===== src/rtl/tm_input_conditioner_if.sv =====
// Bundle of raw operator inputs and conditioned strobes between the front
// panel (master) and tm_input_conditioner (slave).
interface tm_input_conditioner_if #(
  parameter int DATA_W = 6
);
  logic              next_btn;
  logic              done_btn;
  logic [DATA_W-1:0] input_data;
  logic              next_pulse;
  logic              done_pulse;
  logic [DATA_W-1:0] data_out;
  logic [7:0]        entry_idx;

  modport master (
    output next_btn, done_btn, input_data,
    input  next_pulse, done_pulse, data_out, entry_idx
  );

  modport slave (
    input  next_btn, done_btn, input_data,
    output next_pulse, done_pulse, data_out, entry_idx
  );
endinterface


===== src/rtl/tm_input_conditioner.sv =====
// Synchronizes and debounces the Next/Done buttons and the switch bank, emitting
// one-cycle strobes with atomically captured data. Optional auto-repeat on Next: TM_AUTO_REPEAT_EN.
module tm_input_conditioner #(
  parameter int DATA_W          = 6,
  parameter int DEBOUNCE_CYCLES = 2,
  parameter int REPEAT_CYCLES   = 8
) (
  input logic                     clock,
  input logic                     reset,
  tm_input_conditioner_if.slave   bus
);

  typedef struct packed {
    logic        s1;
    logic        s2;
    logic        db;
    logic [15:0] cnt;
  } btn_t;

  localparam logic [15:0] CNT_LAST = 16'(DEBOUNCE_CYCLES - 1);

  // Two-flop synchronizer followed by the debounce step for one button.
  function automatic btn_t btn_step(input btn_t cur, input logic raw);
    btn_t nxt;
    nxt    = cur;
    nxt.s1 = raw;
    nxt.s2 = cur.s1;
    if (cur.s2 == cur.db) begin
      nxt.cnt = '0;
    end else if (cur.cnt == CNT_LAST) begin
      nxt.db  = cur.s2;
      nxt.cnt = '0;
    end else begin
      nxt.cnt = cur.cnt + 16'd1;
    end
    return nxt;
  endfunction

  btn_t              next_q, next_d;
  btn_t              done_q, done_d;
  logic [DATA_W-1:0] data_s1_q, data_s1_d;
  logic [DATA_W-1:0] data_s2_q, data_s2_d;
  logic              next_pulse_q, next_pulse_d;
  logic              done_pulse_q, done_pulse_d;
  logic [DATA_W-1:0] data_out_q, data_out_d;
  logic [7:0]        entry_idx_q, entry_idx_d;
  logic              next_fire;
  logic              done_fire;

`ifdef TM_AUTO_REPEAT_EN
  localparam logic [15:0] RPT_LAST = 16'(REPEAT_CYCLES - 1);
  logic [15:0] rpt_q, rpt_d;
  logic        rpt_hit;
`endif

  always_comb begin
    // NOTE: every always_comb output gets a default first so no path leaves it
    // unassigned, which would otherwise infer a latch.
    next_d    = btn_step(next_q, bus.next_btn);
    done_d    = btn_step(done_q, bus.done_btn);
    data_s1_d = bus.input_data;
    data_s2_d = data_s1_q;

    done_fire = ~done_q.db & done_d.db;
`ifdef TM_AUTO_REPEAT_EN
    // Repeat only while the press is still held, counting from the last strobe.
    rpt_hit   = next_q.db & next_d.db & (rpt_q == RPT_LAST);
    next_fire = (~next_q.db & next_d.db) | rpt_hit;
    if (next_fire || !next_q.db) rpt_d = '0;
    else                         rpt_d = rpt_q + 16'd1;
`else
    next_fire = ~next_q.db & next_d.db;
`endif

    // Done wins a same-edge collision; the Next press is dropped.
    next_pulse_d = next_fire & ~done_fire;
    done_pulse_d = done_fire;
    data_out_d   = (next_fire || done_fire) ? data_s2_q : data_out_q;

    entry_idx_d = entry_idx_q;
    if (done_fire)      entry_idx_d = '0;
    else if (next_fire) entry_idx_d = entry_idx_q + 8'd1;
  end

  always_ff @(posedge clock) begin
    // NOTE: sequential state uses non-blocking assignments so every flop samples
    // pre-edge values regardless of statement order.
    if (reset) begin
      next_q       <= '0;
      done_q       <= '0;
      data_s1_q    <= '0;
      data_s2_q    <= '0;
      next_pulse_q <= 1'b0;
      done_pulse_q <= 1'b0;
      data_out_q   <= '0;
      entry_idx_q  <= '0;
`ifdef TM_AUTO_REPEAT_EN
      rpt_q        <= '0;
`endif
    end else begin
      next_q       <= next_d;
      done_q       <= done_d;
      data_s1_q    <= data_s1_d;
      data_s2_q    <= data_s2_d;
      next_pulse_q <= next_pulse_d;
      done_pulse_q <= done_pulse_d;
      data_out_q   <= data_out_d;
      entry_idx_q  <= entry_idx_d;
`ifdef TM_AUTO_REPEAT_EN
      rpt_q        <= rpt_d;
`endif
    end
  end

  assign bus.next_pulse = next_pulse_q;
  assign bus.done_pulse = done_pulse_q;
  assign bus.data_out   = data_out_q;
  assign bus.entry_idx  = entry_idx_q;

endmodule


===== src/flat_wrapper.sv =====
// flat-port wrapper written by rule: the top's interface ports become plain ports
module tm_input_conditioner_flat 
#(
  parameter int DATA_W          = 6,
  parameter int DEBOUNCE_CYCLES = 2,
  parameter int REPEAT_CYCLES   = 8
)
  (clock, reset, bus_next_btn, bus_done_btn, bus_input_data, bus_next_pulse, bus_done_pulse, bus_data_out, bus_entry_idx);
  tm_input_conditioner_if #(.DATA_W(DATA_W)) bus_i ();
  input logic clock;
  input logic reset;
  input wire logic [$bits(bus_i.next_btn)-1:0] bus_next_btn;
  input wire logic [$bits(bus_i.done_btn)-1:0] bus_done_btn;
  input wire logic [$bits(bus_i.input_data)-1:0] bus_input_data;
  output wire logic [$bits(bus_i.next_pulse)-1:0] bus_next_pulse;
  output wire logic [$bits(bus_i.done_pulse)-1:0] bus_done_pulse;
  output wire logic [$bits(bus_i.data_out)-1:0] bus_data_out;
  output wire logic [$bits(bus_i.entry_idx)-1:0] bus_entry_idx;
  assign bus_i.next_btn = bus_next_btn;
  assign bus_i.done_btn = bus_done_btn;
  assign bus_i.input_data = bus_input_data;
  assign bus_next_pulse = bus_i.next_pulse;
  assign bus_done_pulse = bus_i.done_pulse;
  assign bus_data_out = bus_i.data_out;
  assign bus_entry_idx = bus_i.entry_idx;
  tm_input_conditioner #(.DATA_W(DATA_W), .DEBOUNCE_CYCLES(DEBOUNCE_CYCLES), .REPEAT_CYCLES(REPEAT_CYCLES)) u_core (.clock(clock), .reset(reset), .bus(bus_i));
endmodule

===== config.mk =====
export PLATFORM = sky130hd
export DESIGN_NAME = tm_input_conditioner_flat
export DESIGN_NICKNAME = d
export VERILOG_FILES = /design/src/rtl/tm_input_conditioner_if.sv /design/src/rtl/tm_input_conditioner.sv /design/src/flat_wrapper.sv
export SDC_FILE = /design/constraint.sdc
export NUM_CORES = 1
export LEC_CHECK = 0
export BUFFER_PORTS_ARGS = -buffer_cell sky130_fd_sc_hd__buf_2
export CELL_PAD_IN_SITES_DETAIL_PLACEMENT = 1
export CELL_PAD_IN_SITES_GLOBAL_PLACEMENT = 2
export CORE_ASPECT_RATIO = 1.25
export CORE_UTILIZATION = 33
export CTS_CLUSTER_DIAMETER = 100
export DETAILED_ROUTE_END_ITERATION = 12
export PLACE_DENSITY = 0.71
export SLEW_MARGIN = 20
export SYNTH_ARGS = -nofsm -noshare
export SYNTH_HDL_FRONTEND = slang
export SYNTH_SLANG_ARGS = --single-unit

===== constraint.sdc =====
create_clock -name clock -period 1.7 [get_ports clock]
set_clock_uncertainty 0.15 [all_clocks]
set_input_delay 0.34 -clock clock [delete_from_list [all_inputs] [get_ports clock]]
set_output_delay 0.34 -clock clock [all_outputs]
set_load 0.1 [all_outputs]

======== Word level (Yosys, flattened, before mapping) ========
Cells that the tools add are included.
W data, S select, Z words.
word-level totals
  register bits ........................... 66
  input bits .............................. 10
  word-level logic and storage cells ...... 35
  output and inout bits ................... 16
cells by class
  reductions and logical operators ........ 4
  bitwise gates (word level) .............. 6
  add/subtract/negate cells ............... 3
  equality and inequality tests ........... 4
  muxes and demuxes ....................... 4
operators by type and width
  kind                     count
  $add A16 B1 Y16 const B  2
  $eq A16 B1 Y1 const B    2
  $add A8 B1 Y8 const B    1
  $reduce_or A3 Y1         2
  $mux W1                  4
  $and A1 B1 Y1            3
  $not A1 Y1               3
  $eq A1 B1 Y1             2
  $reduce_or A2 Y1         1
  $logic_or A1 B1 Y1       1

======== Longest topological paths before layout ========
Gate-level depths: netlist of the first run.
  depth after elaboration ................. 6
  depth in mapped cells ................... 8

======== Least setup slack after synthesis of the first run ========
OpenSTA, ideal clock, no wires.
  kind .................................... reg2reg
  start ................................... reg u_core.entry_idx_q[0], in the netlist u_core.bus.entry_idx[0]
  end ..................................... reg u_core.entry_idx_q[6], in the netlist u_core.bus.entry_idx[6]
  arrival ................................. 2.018 ns
  clock period less this slack ............ 2.238 ns
  stages on the path, launching flop included .. 6
  setup time .............................. 0.070 ns
  path buffers ............................ 0
  path slack .............................. -0.538 ns
  cells stage by stage .................... dfxtp_1 -> ha_1 -> and2_1 -> nand2_1 -> or4_1 -> a21oi_1
between the ends
  longest elaborated chain between the ends .. 1
ends and longest elaborated chain
  what                    RTL line                     source
  start, declared         tm_input_conditioner.sv:46   logic [7:0] entry_idx_q, entry_idx_d;
  start signal, assigned  tm_input_conditioner.sv:108  entry_idx_q <= entry_idx_d;
  $add A8 B1 Y8           tm_input_conditioner.sv:82   else if (next_fire) entry_idx_d = entry_idx_q + 8'd1;
No other way between the ends.
A chain may end at the register's enable or synchronous reset.

======== Worst setup path in the final report of the first run ========
  start ................................... reg u_core.next_q[0] (netlist bit)
  end ..................................... reg u_core.data_out_q[1], in the netlist u_core.bus.data_out[1]
between the ends
  longest elaborated chain between the ends .. 5
ends and longest elaborated chain
  what                    RTL line                     source
  start, declared         tm_input_conditioner.sv:39   btn_t next_q, next_d;
  start signal, assigned  tm_input_conditioner.sv:101  next_q <= next_d;
  $eq A16 B1 Y1           tm_input_conditioner.sv:30   end else if (cur.cnt == CNT_LAST) begin
  $mux W1                 tm_input_conditioner.sv:30
  $mux W1                 tm_input_conditioner.sv:28   if (cur.s2 == cur.db) begin
  $and A1 B1 Y1           tm_input_conditioner.sv:72   next_fire = ~next_q.db & next_d.db;
  $logic_or A1 B1 Y1      tm_input_conditioner.sv:78   data_out_d = (next_fire || done_fire) ? data_s2_q : data_out_q;
  end signal, assigned    tm_input_conditioner.sv:107  data_out_q <= data_out_d;
  end, declared           tm_input_conditioner.sv:45   logic [DATA_W-1:0] data_out_q, data_out_d;
No other way between the ends.

==> results.json, run 1 <==
{
  "num_io_pins": 26,
  "die_w_microns": 83.4,
  "core_region_area_sq_mm": 0.00793,
  "area_delta_synth_final_pct": 43.3,
  "clock_latency_ns": 0.34,
  "drt-vias-per-instance": 4.89,
  "path_max_fanout": 6,
  "required_ns": 1.77,
  "tightestPinTransition_ns": 0.486,
  "antenna_left": 0,
  "fp.dieArea_sq_mm": 0.00865,
  "cts_sinks": 66,
  "drc": 0,
  "ys_seq_area_share_pct": 48.4,
  "gr-usage-all-layers_pct": 15.6,
  "drive_above_1_share_pct": 43.7,
  "arrival_ns": 1.87,
  "antenna_cells": 0,
  "slew_headroom_pct": 67.8,
  "chipHeight_microns": 104,
  "regToRegStartpoint": "u_core.next_q[0]",
  "numCtsBuffers": 9,
  "grt_pass1_vias": 2268,
  "fill_cells": 900,
  "design_area_sq_mm": 0.00392,
  "maxCapViolCount": 0,
  "period_needed_ns": 1.79,
  "status": "finished, violations left",
  "drv_slew": 0,
  "worst_hold_slack_ns": 0.0490,
  "rsz0062_at_grt": "true",
  "dp_hpwl_mm": 4.56,
  "cts_tree": "yes",
  "synth_seq_cells": 66,
  "routed_wirelength_mm": 7.00,
  "avgSynthCellArea_sq_um": 9.45,
  "p_leak_nw": 1.53,
  "grt_pass1_wl_mm": 10.6,
  "crit_chain": "ha_4 > nor4b_4 > nand3_4 > buf_4 > o22a_2 > mux2i_1",
  "hp-class": "primary input to flop",
  "placed_area_sq_mm": 0.00336,
  "setup_viol": 32,
  "grt-ovfl-total": 0,
  "synth_nets": 304,
  "start_kind": "flop",
  "rows": 36,
  "synth.area.top_cells": "dfxtp_1 48%, xor2_1 7.1%, nor2_1 4.3%",
  "io_buffers": 25,
  "worstSetupEndpointType": "flop",
  "cts_hold_buf": 0,
  "hold_viol": 0,
  "cpPeakStageDelay_ns": 0.37,
  "clkTransAtPathRegs_ns": 0.08,
  "initial_utilization_pct": 34.5,
  "htree_levels": 3,
  "holdPathStages": 2,
  "violations": "setup timing",
  "drt_iter0_drc": 42,
  "post-route-period-util_pct": 106,
  "fmax_mhz": 558,
  "r2r-end": "u_core.bus.data_out[1]",
  "grt_max_degree": 26,
  "grt_antenna_before_repair": 0,
  "r2r_slack_ns": -0.09,
  "synth_warnings": 0,
  "dr.pass1.iters": 4,
  "power_density_mw_per_mm2": 741,
  "ys_types": 35,
  "place_worst_setup_slack_ns": -0.169,
  "fin_ws_ns": -0.0937,
  "crit_slowest_cell": "dfxtp_2",
  "root_buffer": "clkbuf_8",
  "fin_nets": 388,
  "min-delay-start": "bus_input_data[5]",
  "synth_area_sq_mm": 0.00273,
  "vias": 2313,
  "reg2regPathDepth": 6,
  "gp_congestion": 0.713,
  "peakVddDrop_mv": 0.567,
  "wl_per_cell_microns": 14.8,
  "synth_top_area_share_pct": 48.4,
  "yosysTopAreaCell": "dfxtp_1",
  "hold_path_end": "u_core.data_s1_q[5]",
  "syn_inst": 289,
  "clock_path_buffers": 2,
  "crit_type": "flop to flop"
}
[cell type report]
type	instances	area [sq um]	area share (%)
multi-input cells	206	1560	39.8
flip-flops and latches	66	1360	34.8
repair buffers	88	691	17.6
clock buffers	9	124	3.16
well taps	95	119	3.04
clock inverters	7	53.8	1.37
inverters	2	7.51	0.192
[kinds of logic after synthesis]
logic type / after synthesis / synth area share, %
muxes: 8 / 2.93
xor gates and xnor gates: 25 / 8.02
buffers and inverters: 17 / 3.02
adders and majority gates: 5 / 2.29
DFF: 66 / 48.4
AOI/OAI and AO/OA: 27 / 5.68
and+or+nand+nor: 141 / 29.7
[sequential cells by signal (all words and copies together) (netlist names)]
register               count
u_core.done_q             18
u_core.done_d              1
u_core.next_d              1
u_core.data_s2_q           6
u_core.bus.next_pulse      1
u_core.bus.entry_idx       8
u_core.bus.data_out        6
u_core.bus.done_pulse      1
u_core.data_s1_q           6
u_core.next_q             18
[power breakdown]
part	switching, W	internal, W
registers	0.00000740	0.00155
logic	0.0000635	0.0000699
clock network	0.000669	0.000538
[worst max-delay path: cells and delay by family (launching register included)]
| kind | cells | cell delay, ns |
|---|---|---|
| multiplexers | 1 | 0.16 |
| AO/OA/AOI/OAI | 1 | 0.29 |
| adder cells (fa/ha/maj) | 1 | 0.14 |
| AND/OR/NAND/NOR | 2 | 0.38 |
| buffers and inverters | 1 | 0.18 |
| flip-flops | 1 | 0.37 |
[how the worst max path moves through the flow]
stage               depth (start not counted)        startpoint                       to
global route                                8  u_core.done_q[1]  u_core.bus.entry_idx[0]
CTS                                         4  u_core.next_q[7]  u_core.bus.entry_idx[5]
global placement                            7  u_core.next_q[1]  u_core.bus.entry_idx[4]
floorplan                                   6  u_core.next_q[0]  u_core.bus.entry_idx[3]
finish                                      6  u_core.next_q[0]   u_core.bus.data_out[1]
detailed placement                          7  u_core.next_q[1]  u_core.bus.entry_idx[3]
[routing by layer]
layer | up-vias | share of wire [%] | GRT usage (%)
li1 | 1167 | - | -
met4 | 0 | 1.7 | 6.77
met2 | 29 | 53 | 26.8
met3 | 9 | 2.8 | 4.30
met1 | 1108 | 43 | 18.0
met5 | - | 0 | 0
[per-stage QoR]
stage,util [%],TNS [ns],power (W),cells
after global routing,49.4,-6.00,0.00304,473
after global placement,42.3,-1.13,0.00170,449
after floorplan,-,-0.0542,0.00166,289
after detailed placement,42.3,-1.60,0.00170,449
after CTS,45.9,-0.373,0.00292,466
final,49.4,-1.97,0.00290,473
[cell usage in the layout (no fill, tap or decap), types with 4 or more instances in the layout]
| cell | n |
|---|---|
| nor2b_1 | 17 |
| o31ai_1 | 4 |
| nor2_1 | 22 |
| nand2_1 | 11 |
| nor2_4 | 8 |
| and2_1 | 6 |
| o21ai_0 | 7 |
| xor2_1 | 22 |
| dfxtp_4 | 7 |
| a21oi_2 | 9 |
| or3_1 | 5 |
| mux2i_1 | 8 |
| dfxtp_1 | 47 |
| dfxtp_2 | 12 |
| nand4_1 | 13 |
| buf_2 | 25 |
| buf_4 | 49 |
| nand2b_1 | 14 |
| buf_6 | 10 |
| a21oi_1 | 4 |
| clkbuf_8 | 9 |
| nand3_1 | 14 |
[Yosys cell counts, drive strengths merged]
| cell type | count |
|---|---|
| inv | 2 |
| and2 | 6 |
| o21ai | 8 |
| dfxtp | 66 |
| or4 | 4 |
| xor2 | 22 |
| o22a | 1 |
| o21bai | 1 |
| nor3 | 3 |
| nand2 | 12 |
| nand2b | 14 |
| clkbuf | 7 |
| nor2b | 17 |
| and3 | 3 |
| nand3 | 15 |
| buf | 8 |
| a21oi | 13 |
| nor4 | 5 |
| o31ai | 4 |
| nor2 | 31 |
| xnor2 | 3 |
| or3 | 8 |
| ha | 5 |
| nand4 | 14 |
| mux2i | 8 |
| nor4b | 3 |
| and4 | 6 |
[repair_timing]
action,in CTS,in global routing
buffers inserted,1,6
resized for setup,21,58
cloned,0,1
pin swaps,7,19
setup endpoints to repair,25,49
Power figures use the tool's default switching activity.
==> run 2, diff against run 1 <==
Settings changed: BUFFER_PORTS_ARGS -buffer_cell sky130_fd_sc_hd__buf_2 to default, CORE_UTILIZATION 33 to 35, DONT_BUFFER_PORTS from default to 1, PLACE_DENSITY 0.71 to 0.7.
==> results.json, run 2 (same netlist as run 1, synthesis figures left out) <==
{
  "p_seq_share_pct": 50.8,
  "io_buffers": 0,
  "wl_per_cell_microns": 14.6,
  "setup_viol": 21,
  "tightestPinTransition_ns": 0.706,
  "place_worst_setup_slack_ns": -0.171,
  "rsz0062_at_grt": "true",
  "layoutNonFillerInstCount": 465,
  "arrival_ns": 1.90,
  "crit_type": "flop to flop",
  "rows": 35,
  "comb_power_share_pct": 4.5,
  "hold_viol": 0,
  "p_clk_share_pct": 44.7,
  "p_sw_w": 0.000746,
  "root_buffer": "clkbuf_8",
  "gp_congestion": 0.751,
  "placed_area_sq_mm": 0.00332,
  "drv_slew": 0,
  "clock_path_buffers": 2,
  "antenna_cells": 0,
  "violations": "setup timing",
  "grt_pass1_wl_mm": 10.7,
  "status": "finished, violations left",
  "fill_cells": 839,
  "regToRegStartpoint": "u_core.next_q[1]",
  "p_leak_nw": 1.55,
  "swShare_pct": 24.2,
  "slew_headroom_pct": 52.8,
  "core_region_area_sq_mm": 0.00744,
  "grt_max_degree": 21,
  "worst_hold_slack_ns": 0.0198,
  "peakVddDrop_mv": 0.529,
  "place_inst": 431,
  "clock_latency_ns": 0.34,
  "grt_antenna_before_repair": 0,
  "grt_pass1_vias": 2305,
  "hp-class": "primary input to flop",
  "grt-ovfl-total": 0,
  "numCtsBuffers": 9,
  "num_io_pins": 26,
  "final_common_cell": "buf_4",
  "mostFrequentLayoutCells": "61 x buf_4, 48 x dfxtp_1, 22 x xor2_1, 20 x nor2_1, 17 x nor2b_1",
  "tns_ns": -0.584,
  "cts_tree": "yes",
  "p_int_w": 0.00233,
  "antenna_left": 0,
  "vias": 2311,
  "post-route-period-util_pct": 105,
  "dp_hpwl_mm": 4.34,
  "area_delta_synth_final_pct": 47.3,
  "routed_wirelength_mm": 6.81,
  "clkTransAtPathRegs_ns": 0.09,
  "die_w_microns": 81.0,
  "drt_iter0_drc": 26,
  "fin_ws_ns": -0.0802,
  "start_kind": "flop",
  "gr-usage-all-layers_pct": 17.2,
  "maxCapViolCount": 0,
  "min-delay-start": "reset",
  "cts_sinks": 66,
  "chipHeight_microns": 101,
  "fmax_mhz": 562,
  "htree_levels": 3,
  "initial_utilization_pct": 36.7,
  "required_ns": 1.82,
  "drc": 0,
  "drt-vias-per-instance": 4.97,
  "path_max_fanout": 7,
  "critPathLaunch": "u_core.next_q[1]",
  "worstSetupEndpointType": "flop",
  "fin_nets": 383,
  "power_density_mw_per_mm2": 766,
  "design_area_sq_mm": 0.00402,
  "drive_above_1_share_pct": 40.5,
  "period_needed_ns": 1.78,
  "dr.pass1.iters": 4,
  "fp.dieArea_sq_mm": 0.00816
}
run 2: final cells by class:
cell class | instances | area, sq um | area share, %
Inverter | 2 | 7.51 | 0.187
Tap cell | 92 | 115 | 2.86
Clock inverter | 7 | 81.3 | 2.02
Sequential cell | 66 | 1360 | 33.7
Clock buffer | 9 | 124 | 3.08
Multi-Input combinational cell | 206 | 1600 | 39.6
Timing Repair Buffer | 83 | 744 | 18.5
run 2: worst max-delay path: stages, from the launching register on:
cell and delay (ns):
dfxtp_2 0.34, inv_2 0.08, ha_4 0.13, nor4b_4 0.23
nand3_4 0.16, or4_4 0.50, a21oi_2 0.12
run 2: metal layers:
layer  vias up  track usage, %  share of wire [%]
met3        13            4.43                3.3
met1      1092            20.6                 44
met2        38            29.2                 50
met4         0            6.18                2.5
met5         -               0                  0
li1       1168               -                  -
run 2: repair_timing:
item,4_1_cts,5_1_grt
hold buffers,9,1
endpoints found under the setup margin,18,50
pin swaps,15,15
setup buffers,2,2
gates resized for setup,21,58
cloned,1,3
endpoints found under the hold margin,20,1
run 2: final timing paths:
| path | endpoint | slack [ns] | cells after the start |
|---|---|---|---|
| hold reg to reg | u_core.data_s2_q[3] | 0.29 | 1 |
| setup / recovery | u_core.bus.entry_idx[5] | -0.08 | 6 |
| hold / removal | u_core.bus.data_out[0] | 0.02 | 2 |
| setup reg to reg | u_core.bus.entry_idx[5] | -0.08 | 6 |
run 2: stage by stage:
stage	util, %	total power, W
after floorplan	-	0.00166
after global placement	44.5	0.00168
after detailed placement	44.5	0.00168
after CTS	49.9	0.00309
after global routing	54.1	0.00321
final	54.1	0.00308
run 2: power groups by stage:
stage               clock [W]  combinational [W]  sequential (W)
floorplan                   0          0.0000551         0.00160
global placement            0          0.0000784         0.00160
detailed placement          0          0.0000795         0.00160
CTS                   0.00142           0.000111         0.00156
global route          0.00149           0.000151         0.00157
finish                0.00138           0.000140         0.00156
